File: src/rtl/wait_fare_meter_pkg.sv
// Shared fare definitions: meter state encoding and default minute constants
// so that the divider, the display and the meter agree on unit lengths.
package wait_fare_meter_pkg;

   typedef enum logic [1:0] {
      ST_IDLE  = 2'd0,
      ST_GRACE = 2'd1,
      ST_BILL  = 2'd2
   } meter_state_e;

   localparam int DEF_DAY_UNIT_MIN   = 10;
   localparam int DEF_NIGHT_UNIT_MIN = 5;
   localparam int DEF_GRACE_MIN      = 3;

endpackage

File: src/rtl/wait_fare_meter_if.sv
// Status/strobe bundle between the divider/trip logic (master) and the
// wait fare meter (slave).
//
// Signalling: there is no valid/ready back-pressure on this bundle.
// tick_min, trip_start and fare_pulse are one-cycle strobes sampled on the
// rising clk edge; every cycle a strobe is high counts as one event.
// trip_active, waiting and night_mode are levels sampled every cycle.
// wait_min, wait_units, in_grace and sat are registered status levels.
interface wait_fare_meter_if #(
   parameter int CNT_W = 8
);
   logic             tick_min;
   logic             trip_start;
   logic             trip_active;
   logic             waiting;
   logic             night_mode;
   logic             fare_pulse;
   logic [CNT_W-1:0] wait_min;
   logic [CNT_W-1:0] wait_units;
   logic             in_grace;
   logic             sat;

   modport master (
      output tick_min, trip_start, trip_active, waiting, night_mode,
      input  fare_pulse, wait_min, wait_units, in_grace, sat
   );

   modport slave (
      input  tick_min, trip_start, trip_active, waiting, night_mode,
      output fare_pulse, wait_min, wait_units, in_grace, sat
   );
endinterface

File: src/rtl/wait_fare_meter_sat_counter.sv
// Saturating up-counter with synchronous clear; sat is high while the
// count sits at all-ones.
module wait_fare_meter_sat_counter #(
   parameter int W = 8
) (
   input  logic         clk,
   input  logic         rst,
   input  logic         clear,
   input  logic         inc,
   output logic [W-1:0] count,
   output logic         sat
);

   // Count up on inc, stop at all-ones, clear has priority.
   always_ff @(posedge clk or posedge rst) begin
      if (rst) begin
         count <= '0;
      end else if (clear) begin
         count <= '0;
      end else if (inc && (count != {W{1'b1}})) begin
         count <= count + W'(1);
      end
   end

   assign sat = &count;

endmodule

File: src/rtl/wait_fare_meter.sv
// Waiting-time fare meter: qualifies minute strobes with trip/waiting
// status, burns a free grace period, then emits one fare pulse per
// completed billing unit (day or night length chosen at each unit load).
module wait_fare_meter
   import wait_fare_meter_pkg::*;
#(
   parameter int CNT_W          = 8,
   parameter int UNIT_W         = 5,
   parameter int DAY_UNIT_MIN   = DEF_DAY_UNIT_MIN,
   parameter int NIGHT_UNIT_MIN = DEF_NIGHT_UNIT_MIN,
   parameter int GRACE_MIN      = DEF_GRACE_MIN
) (
   input  logic                clk,
   input  logic                rst,
   wait_fare_meter_if.slave    bus,
   output meter_state_e        state
);

   localparam int                UNIT_MAX   = (1 << UNIT_W) - 1;
   localparam logic [UNIT_W-1:0] DAY_LEN    = UNIT_W'(DAY_UNIT_MIN);
   localparam logic [UNIT_W-1:0] NIGHT_LEN  = UNIT_W'(NIGHT_UNIT_MIN);
   localparam logic [UNIT_W-1:0] GRACE_INIT = UNIT_W'(GRACE_MIN);
   localparam logic              GRACE_ON   = (GRACE_MIN > 0) ? 1'b1 : 1'b0;

   if (DAY_UNIT_MIN < 1 || DAY_UNIT_MIN > UNIT_MAX) begin : g_bad_day
      $error("DAY_UNIT_MIN out of range 1..2^UNIT_W-1");
   end
   if (NIGHT_UNIT_MIN < 1 || NIGHT_UNIT_MIN > UNIT_MAX) begin : g_bad_night
      $error("NIGHT_UNIT_MIN out of range 1..2^UNIT_W-1");
   end
   if (GRACE_MIN < 0 || GRACE_MIN > UNIT_MAX) begin : g_bad_grace
      $error("GRACE_MIN must be below 2^UNIT_W");
   end

   meter_state_e      state_q;
   logic              fare_q;
   logic              in_grace_q;
   logic [UNIT_W-1:0] grace_q;
   logic [UNIT_W-1:0] unit_q;
   logic [UNIT_W-1:0] reload_len;
   logic              qtick;
   logic              min_inc;
   logic              unit_done;
   logic              wmin_sat;
   logic              units_sat;

   // trip_start wins over a coincident tick, so the tick is masked here.
   assign qtick      = bus.tick_min & bus.trip_active & bus.waiting & ~bus.trip_start;
   assign reload_len = bus.night_mode ? NIGHT_LEN : DAY_LEN;
   assign min_inc    = qtick & (state_q != ST_IDLE);
   // A unit completing right after a pulse is held at 1 until the next
   // qualified minute, so fare_pulse can never be high two cycles running.
   assign unit_done  = qtick & (state_q == ST_BILL) & (unit_q == UNIT_W'(1)) & ~fare_q;

   // Meter FSM with grace/unit down-counters and the registered fare pulse.
   always_ff @(posedge clk or posedge rst) begin
      if (rst) begin
         state_q    <= ST_IDLE;
         fare_q     <= 1'b0;
         in_grace_q <= GRACE_ON;
         grace_q    <= GRACE_INIT;
         unit_q     <= DAY_LEN;
      end else begin
         fare_q <= 1'b0;
         if (bus.trip_start) begin
            state_q    <= ST_IDLE;
            in_grace_q <= GRACE_ON;
            grace_q    <= GRACE_INIT;
            unit_q     <= DAY_LEN;
         end else begin
            unique case (state_q)
               ST_IDLE: begin
                  // Resuming a trip skips grace if it was already used up.
                  if (bus.trip_active) begin
                     state_q <= (grace_q != '0) ? ST_GRACE : ST_BILL;
                  end
               end
               ST_GRACE: begin
                  if (!bus.trip_active) begin
                     state_q <= ST_IDLE;
                  end else if (qtick) begin
                     grace_q <= grace_q - UNIT_W'(1);
                     if (grace_q == UNIT_W'(1)) begin
                        in_grace_q <= 1'b0;
                        state_q    <= ST_BILL;
                        unit_q     <= reload_len;
                     end
                  end
               end
               ST_BILL: begin
                  if (!bus.trip_active) begin
                     state_q <= ST_IDLE;
                  end else if (qtick) begin
                     if (unit_q != UNIT_W'(1)) begin
                        unit_q <= unit_q - UNIT_W'(1);
                     end else if (unit_done) begin
                        fare_q <= 1'b1;
                        unit_q <= reload_len;
                     end
                  end
               end
               default: begin
                  state_q <= ST_IDLE;
               end
            endcase
         end
      end
   end

   wait_fare_meter_sat_counter #(.W(CNT_W)) u_wait_min (
      .clk   (clk),
      .rst   (rst),
      .clear (bus.trip_start),
      .inc   (min_inc),
      .count (bus.wait_min),
      .sat   (wmin_sat)
   );

   wait_fare_meter_sat_counter #(.W(CNT_W)) u_wait_units (
      .clk   (clk),
      .rst   (rst),
      .clear (bus.trip_start),
      .inc   (unit_done),
      .count (bus.wait_units),
      .sat   (units_sat)
   );

   // Counters only move up within a trip, so an at-max flag is already sticky.
   assign bus.sat        = wmin_sat | units_sat;
   assign bus.fare_pulse = fare_q;
   assign bus.in_grace   = in_grace_q;
   assign state          = state_q;

endmodule

File: src/flat_wrapper.sv
// flat-port wrapper written by rule: the top's interface ports become plain ports
module wait_fare_meter_flat import wait_fare_meter_pkg::*;
#(
   parameter int CNT_W          = 8,
   parameter int UNIT_W         = 5,
   parameter int DAY_UNIT_MIN   = DEF_DAY_UNIT_MIN,
   parameter int NIGHT_UNIT_MIN = DEF_NIGHT_UNIT_MIN,
   parameter int GRACE_MIN      = DEF_GRACE_MIN
)
  (clk, rst, state, bus_tick_min, bus_trip_start, bus_trip_active, bus_waiting, bus_night_mode, bus_fare_pulse, bus_wait_min, bus_wait_units, bus_in_grace, bus_sat);
  wait_fare_meter_if #(.CNT_W(CNT_W)) bus_i ();
  input  logic clk;
  input  logic rst;
  output meter_state_e state;
  input wire logic [$bits(bus_i.tick_min)-1:0] bus_tick_min;
  input wire logic [$bits(bus_i.trip_start)-1:0] bus_trip_start;
  input wire logic [$bits(bus_i.trip_active)-1:0] bus_trip_active;
  input wire logic [$bits(bus_i.waiting)-1:0] bus_waiting;
  input wire logic [$bits(bus_i.night_mode)-1:0] bus_night_mode;
  output wire logic [$bits(bus_i.fare_pulse)-1:0] bus_fare_pulse;
  output wire logic [$bits(bus_i.wait_min)-1:0] bus_wait_min;
  output wire logic [$bits(bus_i.wait_units)-1:0] bus_wait_units;
  output wire logic [$bits(bus_i.in_grace)-1:0] bus_in_grace;
  output wire logic [$bits(bus_i.sat)-1:0] bus_sat;
  assign bus_i.tick_min = bus_tick_min;
  assign bus_i.trip_start = bus_trip_start;
  assign bus_i.trip_active = bus_trip_active;
  assign bus_i.waiting = bus_waiting;
  assign bus_i.night_mode = bus_night_mode;
  assign bus_fare_pulse = bus_i.fare_pulse;
  assign bus_wait_min = bus_i.wait_min;
  assign bus_wait_units = bus_i.wait_units;
  assign bus_in_grace = bus_i.in_grace;
  assign bus_sat = bus_i.sat;
  wait_fare_meter #(.CNT_W(CNT_W), .UNIT_W(UNIT_W), .DAY_UNIT_MIN(DAY_UNIT_MIN), .NIGHT_UNIT_MIN(NIGHT_UNIT_MIN), .GRACE_MIN(GRACE_MIN)) u_core (.clk(clk), .rst(rst), .bus(bus_i), .state(state));
endmodule
File: config.mk
export PLATFORM = sky130hd
export DESIGN_NAME = wait_fare_meter_flat
export DESIGN_NICKNAME = d
export VERILOG_FILES = /design/src/rtl/wait_fare_meter_pkg.sv /design/src/rtl/wait_fare_meter_if.sv /design/src/rtl/wait_fare_meter_sat_counter.sv /design/src/rtl/wait_fare_meter.sv /design/src/flat_wrapper.sv
export SDC_FILE = /design/constraint.sdc
export NUM_CORES = 1
export LEC_CHECK = 0
export CORE_MARGIN = 3
export CORE_UTILIZATION = 50
export DETAILED_ROUTE_END_ITERATION = 8
export DONT_BUFFER_PORTS = 1
export GPL_TIMING_DRIVEN = 0
export HOLD_SLACK_MARGIN = 0.05
export REMOVE_ABC_BUFFERS = 1
export SLEW_MARGIN = 25
export SYNTH_ARGS = -nofsm -noshare
export SYNTH_HDL_FRONTEND = slang
export SYNTH_HIERARCHICAL = 1
export SYNTH_SLANG_ARGS = --single-unit
File: constraint.sdc
create_clock -name clk -period 2.5 [get_ports clk]
set_input_delay 0.5 -clock clk [delete_from_list [all_inputs] [get_ports clk]]
set_output_delay 0.5 -clock clk [all_outputs]
set_load 0.03 [all_outputs]
==> results.py, run 1 <==
metrics = {
    "drt": {
        "drtPass1Iterations": 5,
        "dr_total_vias": 1421,
        "via_per_inst": 6.00,
        "drc_errors": 0,
        "ant_nets": 0,
        "drt_iter0_drc": 89,
        "wire_per_inst_um": 15.5,
        "finalWirelength_um": 3680,
    },
    "timing": {
        "post-route-min-period_ns": 2.42,
        "report.final.slew_viol_count": 0,
        "fin_worst_skew_ns": 0.00377,
        "hold_viol": 0,
        "setup_viol_count_final": 0,
        "fmax_mhz": 413,
        "maxSlewHeadroom": 0.629,
        "rsz0062_at_grt": "false",
        "setup_tns_ns": 0,
        "fin_crit_sh": 0.968,
        "tightest_slew_ns": 0.556,
    },
    "worst_setup_path": {
        "cp.arrival_ns": 1.92,
        "critical_path_cell_count": 4,
        "r2r_cells": 7,
        "crit_buf_inv": 0,
        "cp.required_ns": 2.00,
        "crit_family": "simple AND/OR/NAND/NOR gates",
        "endpoint_kind": "primary output",
        "cp-start-kind": "register",
        "cpMaxStageDelayCell": "dfrtp_2",
        "path_cells": "ha_2 > and3_1 > and2_2 > or2_2",
        "cp_slowest_stage_delay_ns": 0.50,
        "cp_max_fo": 7,
        "crit_type": "register to primary output",
    },
    "yosys": {
        "synth.distinct_cells": 48,
        "synth_common_cells": "dfrtp_1, nor2_1, nand2_1, inv_1, nand3_1",
        "synth_top_area_share": 0.338,
        "ys_warn_count": 6,
        "ys_seq_area_frac": 0.409,
        "synth_ff_type": "dfrtp_1",
        "yosysMostFrequentCell": "dfrtp_1",
        "netlist_instances": 191,
        "yosysTopAreaCell": "dfrtp_1",
        "synth_edf_count": 0,
        "ys_top_cells_by_area": "dfrtp_1, dfstp_2, ha_1",
        "postSynthAreaPerCell_um2": 9.70,
        "netlist_area_mm2": 0.00185,
        "synth-seq-cells": 30,
        "async_reset_ff_frac": 1.00,
    },
    "clock_tree": {
        "clk_path_buf_depth": 2,
        "numCtsBuffers": 5,
        "cts_tree": "built",
        "clkLatencyLatePin_ns": 0.27,
        "root_buffer": "clkbuf_8",
        "htree_levels": 2,
        "clock_sinks": 30,
        "clkTransAtPathRegs_ns": 0.06,
    },
    "run_status": {
        "status": "finished clean",
    },
    "final_layout": {
        "nets": 204,
        "multiInputGateArea_um2": 997,
        "seq_area_um2": 763,
        "syn2layout_area_growth_pct": 5.27,
        "drive_above_1_share": 0.199,
        "fill_cells": 314,
        "diodes": 0,
        "fin_util": 0.567,
    },
    "die": {
        "start_util": 0.538,
        "rows": 21,
        "io_pins": 28,
        "die_w_um": 66.9,
        "core-area_mm2": 0.00344,
        "die_h_um": 66.9,
        "die_area_mm2": 0.00447,
    },
    "place": {
        "globalplace.congestion": 0.807,
        "portBuffers": 0,
        "dpl.hpwl_um": 2590,
    },
    "run": {
        "max-cap-violations": 0,
    },
    "power_and_ir_drop": {
        "ir_drop_uv": 401,
        "total_power_uw": 920,
        "leakagePower_uw": 0.000825,
        "power_density_mw_per_mm2": 471,
    },
    "grt": {
        "antenna_found_initial": 0,
        "grt_max_degree": 34,
        "grt_use_total": 0.183,
        "first_global_vias": 1334,
        "grt_first_pass_wirelength_um": 6250,
        "grt-ovfl-total": 0,
    },
    "worst_hold_path": {
        "hold_path.class": "input pin to async pin",
    },
}
## registers in the layout (all words and copies together), names as in the netlist
| name | count |
|---|---|
| u_core/bus.in_grace | 1 |
| u_core/grace_q | 5 |
| u_core/unit_q | 5 |
| u_core/u_wait_min/count | 8 |
| u_core/u_wait_units/count | 8 |
| u_core/bus.fare_pulse | 1 |
| u_core/state | 2 |
## cell type report
| class | instances | area share |
|---|---|---|
| clock buffers | 7 | 0.0443 |
| inverters | 11 | 0.0212 |
| clock inverters | 1 | 0.00257 |
| well taps | 46 | 0.0295 |
| multi-input cells | 142 | 0.511 |
| flip-flops and latches | 30 | 0.391 |
## routing by layer
layer,up-vias,share of wire,GRT usage
met1,693,0.47,0.247
met5,-,0,0
met2,36,0.47,0.287
li1,690,-,-
met3,2,0.047,0.0472
met4,0,0.0052,0.0532
## worst paths after layout
kind | start | slack (ns) | end
min in group clk | bus_trip_start | 0.29 | u_core/u_wait_units/count[5]
worst max register to register | u_core/unit_q[1] | 0.22 | u_core/u_wait_units/count[3]
worst max-delay path | u_core/u_wait_units/count[0] | 0.08 | bus_sat
worst min-delay path | rst | 0.06 | u_core/u_wait_min/count[2]
max in group asynchronous | rst | 1.94 | u_core/state[1]
worst min register to register | u_core/grace_q[1] | 0.52 | u_core/grace_q[1]
## power by group
part           internal (uW)  total, uW  switching [uW]  leakage, uW
clock network            222        398             176    0.0000482
logic                   8.81       28.3            19.5     0.000384
registers                488        494            5.42     0.000393
total                    719        920             201     0.000825
## through the flow
step,worst slack [ns],std cells,hold slack (ns),area [um2]
finish,0.0795,237,0.0580,1950
global placement,0.0384,229,0.355,1850
global route,0.0290,237,0.0758,1950
detailed placement,0.0116,229,0.357,1850
CTS,0.00853,237,0.0623,1940
floorplan,0.292,183,0.316,1790
## placed cells by master, fill, tap and decap left out, types with 3 or more instances in the layout
| cell | n |
|---|---|
| a211oi_1 | 5 |
| a21oi_1 | 8 |
| a311oi_1 | 3 |
| a31oi_1 | 4 |
| a41oi_1 | 4 |
| and3_1 | 5 |
| clkbuf_8 | 6 |
| dfrtp_1 | 20 |
| dfrtp_2 | 5 |
| dfstp_2 | 5 |
| ha_1 | 5 |
| inv_1 | 11 |
| mux2_4 | 4 |
| mux2i_1 | 4 |
| nand2_1 | 12 |
| nand2b_1 | 5 |
| nand3_1 | 9 |
| nand4_1 | 4 |
| nor2_1 | 17 |
| nor2b_1 | 7 |
| nor3_1 | 8 |
| nor3b_1 | 4 |
## repair_timing
action / 4_1_cts / 5_1_grt
endpoints found under the setup margin: 2 / 2
gates resized for setup: 5 / 3
setup buffers: 0 / 0
hold buffers: 0 / 0
## cell families after synthesis
kind of cell	after synthesis	synth area share
multiplexers	9	0.0601
AND/OR/NAND/NOR	86	0.257
flip-flops	30	0.409
XOR/XNOR	4	0.0189
AO/OA/AOI/OAI	36	0.151
buffers and inverters	19	0.0574
adder cells (fa/ha/maj)	7	0.0473
Power figures use the tool's default switching activity.
==> run 2: changes to the inputs <==
Settings changed: SETUP_SLACK_MARGIN set to 0.1.
==> run 2 against run 1 <==
Via count shrank 0.70%. Clock skew about the same. Clock power about the same. Hold slack is essentially flat. Critical path type unchanged. Critical endpoint unchanged. Largest cell class unchanged. Largest power group unchanged. Highest routed layer unchanged.
==> results.py, run 2 (synthesis gave the netlist of run 1 again) <==
metrics = {
    "drt": {
        "via_per_inst": 5.95,
        "finalWirelength_um": 3650,
        "dr_total_vias": 1411,
        "drc_errors": 0,
        "ant_nets": 0,
        "drt_iter0_drc": 84,
        "wire_per_inst_um": 15.4,
        "drtPass1Iterations": 4,
    },
    "power_and_ir_drop": {
        "netSwitchingPower_uw": 201,
        "p_int_uw": 719,
        "comb_power_share": 0.031,
        "total_power_uw": 920,
        "switching_share": 0.219,
        "p_seq_frac": 0.537,
        "power_density_mw_per_mm2": 465,
        "leakagePower_uw": 0.000823,
        "ir_drop_uv": 401,
        "power.share.clock": 0.433,
    },
    "clock_tree": {
        "cts_tree": "built",
        "clk_path_buf_depth": 2,
        "clkLatencyLatePin_ns": 0.27,
        "numCtsBuffers": 5,
        "clkTransAtPathRegs_ns": 0.06,
        "clock_sinks": 30,
        "root_buffer": "clkbuf_8",
        "post_cts_buffers": 0,
        "htree_levels": 2,
    },
    "place": {
        "dpl.hpwl_um": 2590,
        "globalplace.congestion": 0.807,
        "post-place-ws_ns": 0.0116,
        "portBuffers": 0,
        "dp.cells": 229,
    },
    "timing": {
        "tightest_slew_ns": 0.554,
        "finalWorstSetupSlack_ns": 0.143,
        "fmax_mhz": 424,
        "rsz0062_at_grt": "true",
        "maxSlewHeadroom": 0.630,
        "fin_crit_sh": 0.943,
        "setup_tns_ns": 0,
        "hold_viol": 0,
        "post-route-min-period_ns": 2.36,
        "setup_viol_count_final": 0,
        "fin_worst_skew_ns": 0.00368,
        "report.final.slew_viol_count": 0,
    },
    "grt": {
        "antenna_found_initial": 0,
        "grt_max_degree": 34,
        "grt_first_pass_wirelength_um": 6250,
        "grt-ovfl-total": 0,
        "first_global_vias": 1334,
        "grt_use_total": 0.183,
    },
    "final_layout": {
        "mostFrequentLayoutCells": "dfrtp_1, nor2_1, nand2_1, inv_1, nand3_1",
        "diodes": 0,
        "nets": 204,
        "drive_above_1_share": 0.215,
        "stdcell_count": 237,
        "mostFrequentLayoutCell": "dfrtp_1",
        "top_regs": "u_core/u_wait_min/count x8, u_core/u_wait_units/count x8",
        "fill_cells": 310,
        "syn2layout_area_growth_pct": 6.82,
    },
    "worst_setup_path": {
        "cp_max_fo": 7,
        "crit_type": "register to primary output",
        "endpoint_kind": "primary output",
        "cp-start-kind": "register",
        "cp.arrival_ns": 1.86,
        "cp.required_ns": 2.00,
    },
    "die": {
        "start_util": 0.538,
        "die_h_um": 66.9,
        "rows": 21,
        "die_w_um": 66.9,
        "die_area_mm2": 0.00447,
        "core-area_mm2": 0.00344,
        "io_pins": 28,
    },
    "run": {
        "max-cap-violations": 0,
    },
    "worst_hold_path": {
        "hold_path.class": "input pin to async pin",
    },
    "run_status": {
        "status": "finished clean",
    },
}
==> run 2: cell types whose count changed in the layout (fill, tap and decap cells not counted) <==
| cell | change |
|---|---|
| and3_2 | +2 |
| dfrtp_1 | -1 |
| ha_4 | +2 |
| nor2_4 | +1 |
| and3_1 | -2 |
| nor2_2 | -1 |
| dfrtp_2 | +1 |
| ha_2 | -2 |
==> run 2: worst max-delay path, cell delays in order, from the launching register on <==
cell and delay (ns):
dfrtp_2 0.51, ha_4 0.23, and3_2 0.26, and2_2 0.20, or2_2 0.38
==> run 2: worst paths after layout <==
kind                            slack [ns]  cells after the start                         start                           end
worst max-delay path                  0.14                      4  u_core/u_wait_units/count[0]                       bus_sat
worst min-delay path                  0.06                      1                           rst    u_core/u_wait_min/count[2]
worst max register to register        0.29                      7              u_core/unit_q[1]  u_core/u_wait_units/count[3]
worst min register to register        0.52                      2             u_core/grace_q[1]             u_core/grace_q[1]
max in group asynchronous             1.94                      1                           rst               u_core/state[1]
min in group clk                      0.29                      1                bus_trip_start  u_core/u_wait_units/count[5]
==> run 2: layout make-up <==
| type | count | area, um2 | area share |
|---|---|---|---|
| Clock buffer | 7 | 86.3 | 0.0436 |
| Clock inverter | 1 | 5.00 | 0.00253 |
| Inverter | 11 | 41.3 | 0.0209 |
| Multi-Input combinational cell | 142 | 1020 | 0.518 |
| Sequential cell | 30 | 764 | 0.386 |
| Tap cell | 46 | 57.6 | 0.0291 |
==> run 2: layer usage <==
metal / vias up / GRT usage / wire length (um)
met5: - / 0 / 0
met4: 0 / 0.0532 / 19
met3: 2 / 0.0472 / 165
met2: 26 / 0.287 / 1710
met1: 695 / 0.247 / 1750
li1: 688 / - / -
==> run 2: stage by stage <==
step	utilization	area, um2	hold WS, ns
after floorplan	-	1790	0.316
after global placement	0.536	1850	0.355
after detailed placement	0.536	1850	0.357
after CTS	0.565	1940	0.0623
after global routing	0.575	1980	0.0758
final	0.575	1980	0.0580
==> run 2: power by group through the flow <==
stage	Combinational [uW]	Sequential [uW]	Clock, uW
3_5_place_dp	28.9	502	0
5_1_grt	33.2	494	433
2_1_floorplan	22.7	502	0
6_report	28.3	494	398
4_1_cts	29.3	494	408
3_3_place_gp	28.3	502	0
==> run 2: what timing repair did <==
item / 4_1_cts / 5_1_grt
resized for setup: 5 / 9
endpoints found under the setup margin: 5 / 4
gates cloned: 0 / 0
hold buffers: 0 / 0
==> run 3: changes to the inputs <==
Settings changed: SYNTH_HIERARCHICAL 1 to not set.
==> run 3 against run 2 <==
Worst setup slack improved by 0.0052 ns. Cell count increased by 7.2%. First-iteration DRC count increased by 50%. Synthesized cell count increased by 6.8%. Critical path depth increased by 3. Combinational power increased by 48%. Hold slack improved by 0.048 ns. Die area decreased by 1.4%. Critical path type is now register to register. Critical endpoint is now u_core.u_wait_units.count[2].
==> results.py, run 3 <==
metrics = {
    "grt": {
        "grt-ovfl-total": 0,
        "antenna_found_initial": 0,
        "grt_max_degree": 31,
        "first_global_vias": 1527,
        "grt_first_pass_wirelength_um": 6880,
        "grt_use_total": 0.201,
    },
    "die": {
        "rows": 21,
        "core-area_mm2": 0.00342,
        "die_w_um": 66.4,
        "die_h_um": 66.4,
        "io_pins": 28,
        "start_util": 0.534,
        "die_area_mm2": 0.00441,
    },
    "worst_setup_path": {
        "worst-r2r-setup-slack_ns": 0.15,
        "r2r_cells": 7,
        "timing.rr.start": "u_core.unit_q[1]",
        "cp.required_ns": 2.72,
        "endpoint_kind": "register",
        "cp.arrival_ns": 2.57,
        "timing.rr.end": "u_core.u_wait_units.count[2]",
        "cp_max_fo": 7,
        "crit_type": "register to register",
        "cp-start-kind": "register",
    },
    "yosys": {
        "synth_edf_count": 0,
        "netlist_instances": 204,
        "yosys.area_share.simple": 0.269,
        "ys_top_cells_by_area": "dfrtp_1, dfstp_2, ha_1",
        "yosysMostFrequentCell": "dfrtp_1",
        "netlist_area_mm2": 0.00182,
        "synth_fa_ha_area_frac": 0.0480,
        "synth_common_cells": "dfrtp_1, a21oi_1, nand2_1, nor2_1",
        "synth-seq-cells": 30,
        "synth_xor_xnor_area_share": 0.0192,
        "synth-compound-area-share": 0.185,
        "synth_top_area_share": 0.343,
        "muxShareOfSynthArea": 0.0219,
        "ys_warn_count": 0,
        "synth.distinct_cells": 47,
        "ys_seq_area_frac": 0.415,
        "synth_ff_type": "dfrtp_1",
        "postSynthAreaPerCell_um2": 8.94,
        "synth_top_family_by_area": "simple AND/OR/NAND/NOR gates",
        "async_reset_ff_frac": 1.00,
        "yosysTopAreaCell": "dfrtp_1",
    },
    "clock_tree": {
        "cts_tree": "built",
        "htree_levels": 2,
        "numCtsBuffers": 5,
        "clock_sinks": 30,
        "clkLatencyLatePin_ns": 0.34,
        "root_buffer": "clkbuf_4",
        "cts_hold_buf": 0,
        "clk_path_buf_depth": 2,
        "clkTransAtPathRegs_ns": 0.11,
    },
    "final_layout": {
        "multiInputGateArea_mm2": 0.00103,
        "fin_util": 0.582,
        "syn2layout_area_growth_pct": 8.92,
        "mostFrequentLayoutCells": "dfrtp_1, nor2_1, nand2_1, a21oi_1, nand3_1",
        "fill_cells": 308,
        "drive_above_1_share": 0.178,
        "top_regs": "u_core.u_wait_min.count x8, u_core.u_wait_units.count x8",
        "fin_area_mm2": 0.00199,
        "mostFrequentLayoutCell": "dfrtp_1",
        "diodes": 0,
        "nets": 221,
        "seq_area_um2": 764,
    },
    "timing": {
        "hold_viol": 0,
        "fin_crit_sh": 0.941,
        "fmax_mhz": 425,
        "fin_worst_skew_ns": 0.0139,
        "setup_viol_count_final": 0,
        "report.final.slew_viol_count": 0,
        "maxSlewHeadroom": 0.525,
        "post-route-min-period_ns": 2.35,
        "tightest_slew_ns": 0.705,
        "rsz0062_at_grt": "false",
        "setup_tns_ns": 0,
    },
    "drt": {
        "wire_per_inst_um": 16.6,
        "dr_total_vias": 1644,
        "drtPass1Iterations": 4,
        "drc_errors": 0,
        "drt_iter0_drc": 126,
        "via_per_inst": 6.47,
        "finalWirelength_um": 4220,
        "ant_nets": 0,
    },
    "run_status": {
        "status": "finished clean",
    },
    "place": {
        "place_area_mm2": 0.00185,
        "globalplace.congestion": 0.846,
        "dpl.hpwl_um": 2860,
        "portBuffers": 0,
    },
    "power_and_ir_drop": {
        "leakagePower_uw": 0.000818,
        "ir_drop_uv": 270,
        "power_density_mw_per_mm2": 436,
    },
    "run": {
        "max-cap-violations": 0,
    },
    "worst_hold_path": {
        "hold_path.class": "input pin to async pin",
    },
}
run 3: cell count changes after synthesis, moves of 5 or more:
cell and delta:
o21ai_0 +7, clkbuf_1 +5, nor2b_1 -5, or4_1 +5
o31ai_1 +7, a21oi_1 +8, or3_1 +8
run 3: logic make-up after synthesis:
logic type,Yosys count
XOR/XNOR,4
flip-flops,30
AND/OR/NAND/NOR,88
AO/OA/AOI/OAI,51
buffers and inverters,20
multiplexers,4
adder cells (fa/ha/maj),7
run 3: timing repair:
action,4_1_cts,5_1_grt
endpoints found under the setup margin,1,4
pin swaps,0,1
buffers inserted,0,4
gates resized for setup,3,12
run 3: worst max-delay path by stage:
stage / from / end / slack [ns] / cells after the start
2_1_floorplan: u_core.unit_q[1] / u_core.u_wait_units.count[5] / 0.31 / 6
3_3_place_gp: u_core.unit_q[1] / u_core.u_wait_units.count[5] / 0.19 / 6
3_5_place_dp: u_core.state[1] / u_core.u_wait_units.count[3] / 0.16 / 4
4_1_cts: u_core.u_wait_min.count[0] / bus_sat / 0.12 / 4
5_1_grt: u_core.unit_q[0] / u_core.u_wait_units.count[4] / 0.08 / 5
6_report: u_core.unit_q[1] / u_core.u_wait_units.count[2] / 0.15 / 7
run 3: power by group:
group / leakage [uW] / switching, uW / internal (uW)
Combinational: 0.000393 / 28.6 / 13.2
Sequential: 0.000391 / 11.0 / 490
Clock: 0.0000343 / 190 / 135
run 3: cell type report:
| type | instances | area share |
|---|---|---|
| Inverter | 12 | 0.0227 |
| Sequential cell | 30 | 0.385 |
| Tap cell | 46 | 0.0290 |
| Clock buffer | 6 | 0.0258 |
| Timing Repair Buffer | 4 | 0.0139 |
| Multi-Input combinational cell | 154 | 0.518 |
| Clock inverter | 2 | 0.00630 |
run 3: metal layers:
metal / vias to the layer above / track usage / share of wire / routed length, um
li1: 766 / - / - / -
met1: 817 / 0.260 / 0.45 / 1890
met2: 54 / 0.316 / 0.47 / 1960
met4: 0 / 0.0609 / 0.014 / 60
met5: - / 0 / 0 / 0
met3: 7 / 0.0663 / 0.073 / 306
run 3: worst max-delay path, cell delays in order (launching register included):
cell and delay [ns]:
dfstp_2 0.40, inv_1 0.11, ha_4 0.16, or4b_4 0.50, or3_4 0.43, buf_4 0.16
o311ai_0 0.34, o41ai_1 0.13
run 3: through the flow:
stage	hold WS (ns)	setup WS [ns]	total power, uW	std cells
after global routing	0.151	0.0803	901	254
final	0.105	0.148	867	254
after CTS	0.134	0.122	873	250
after detailed placement	0.508	0.161	551	242
after global placement	0.503	0.186	550	242
after floorplan	0.486	0.312	540	196
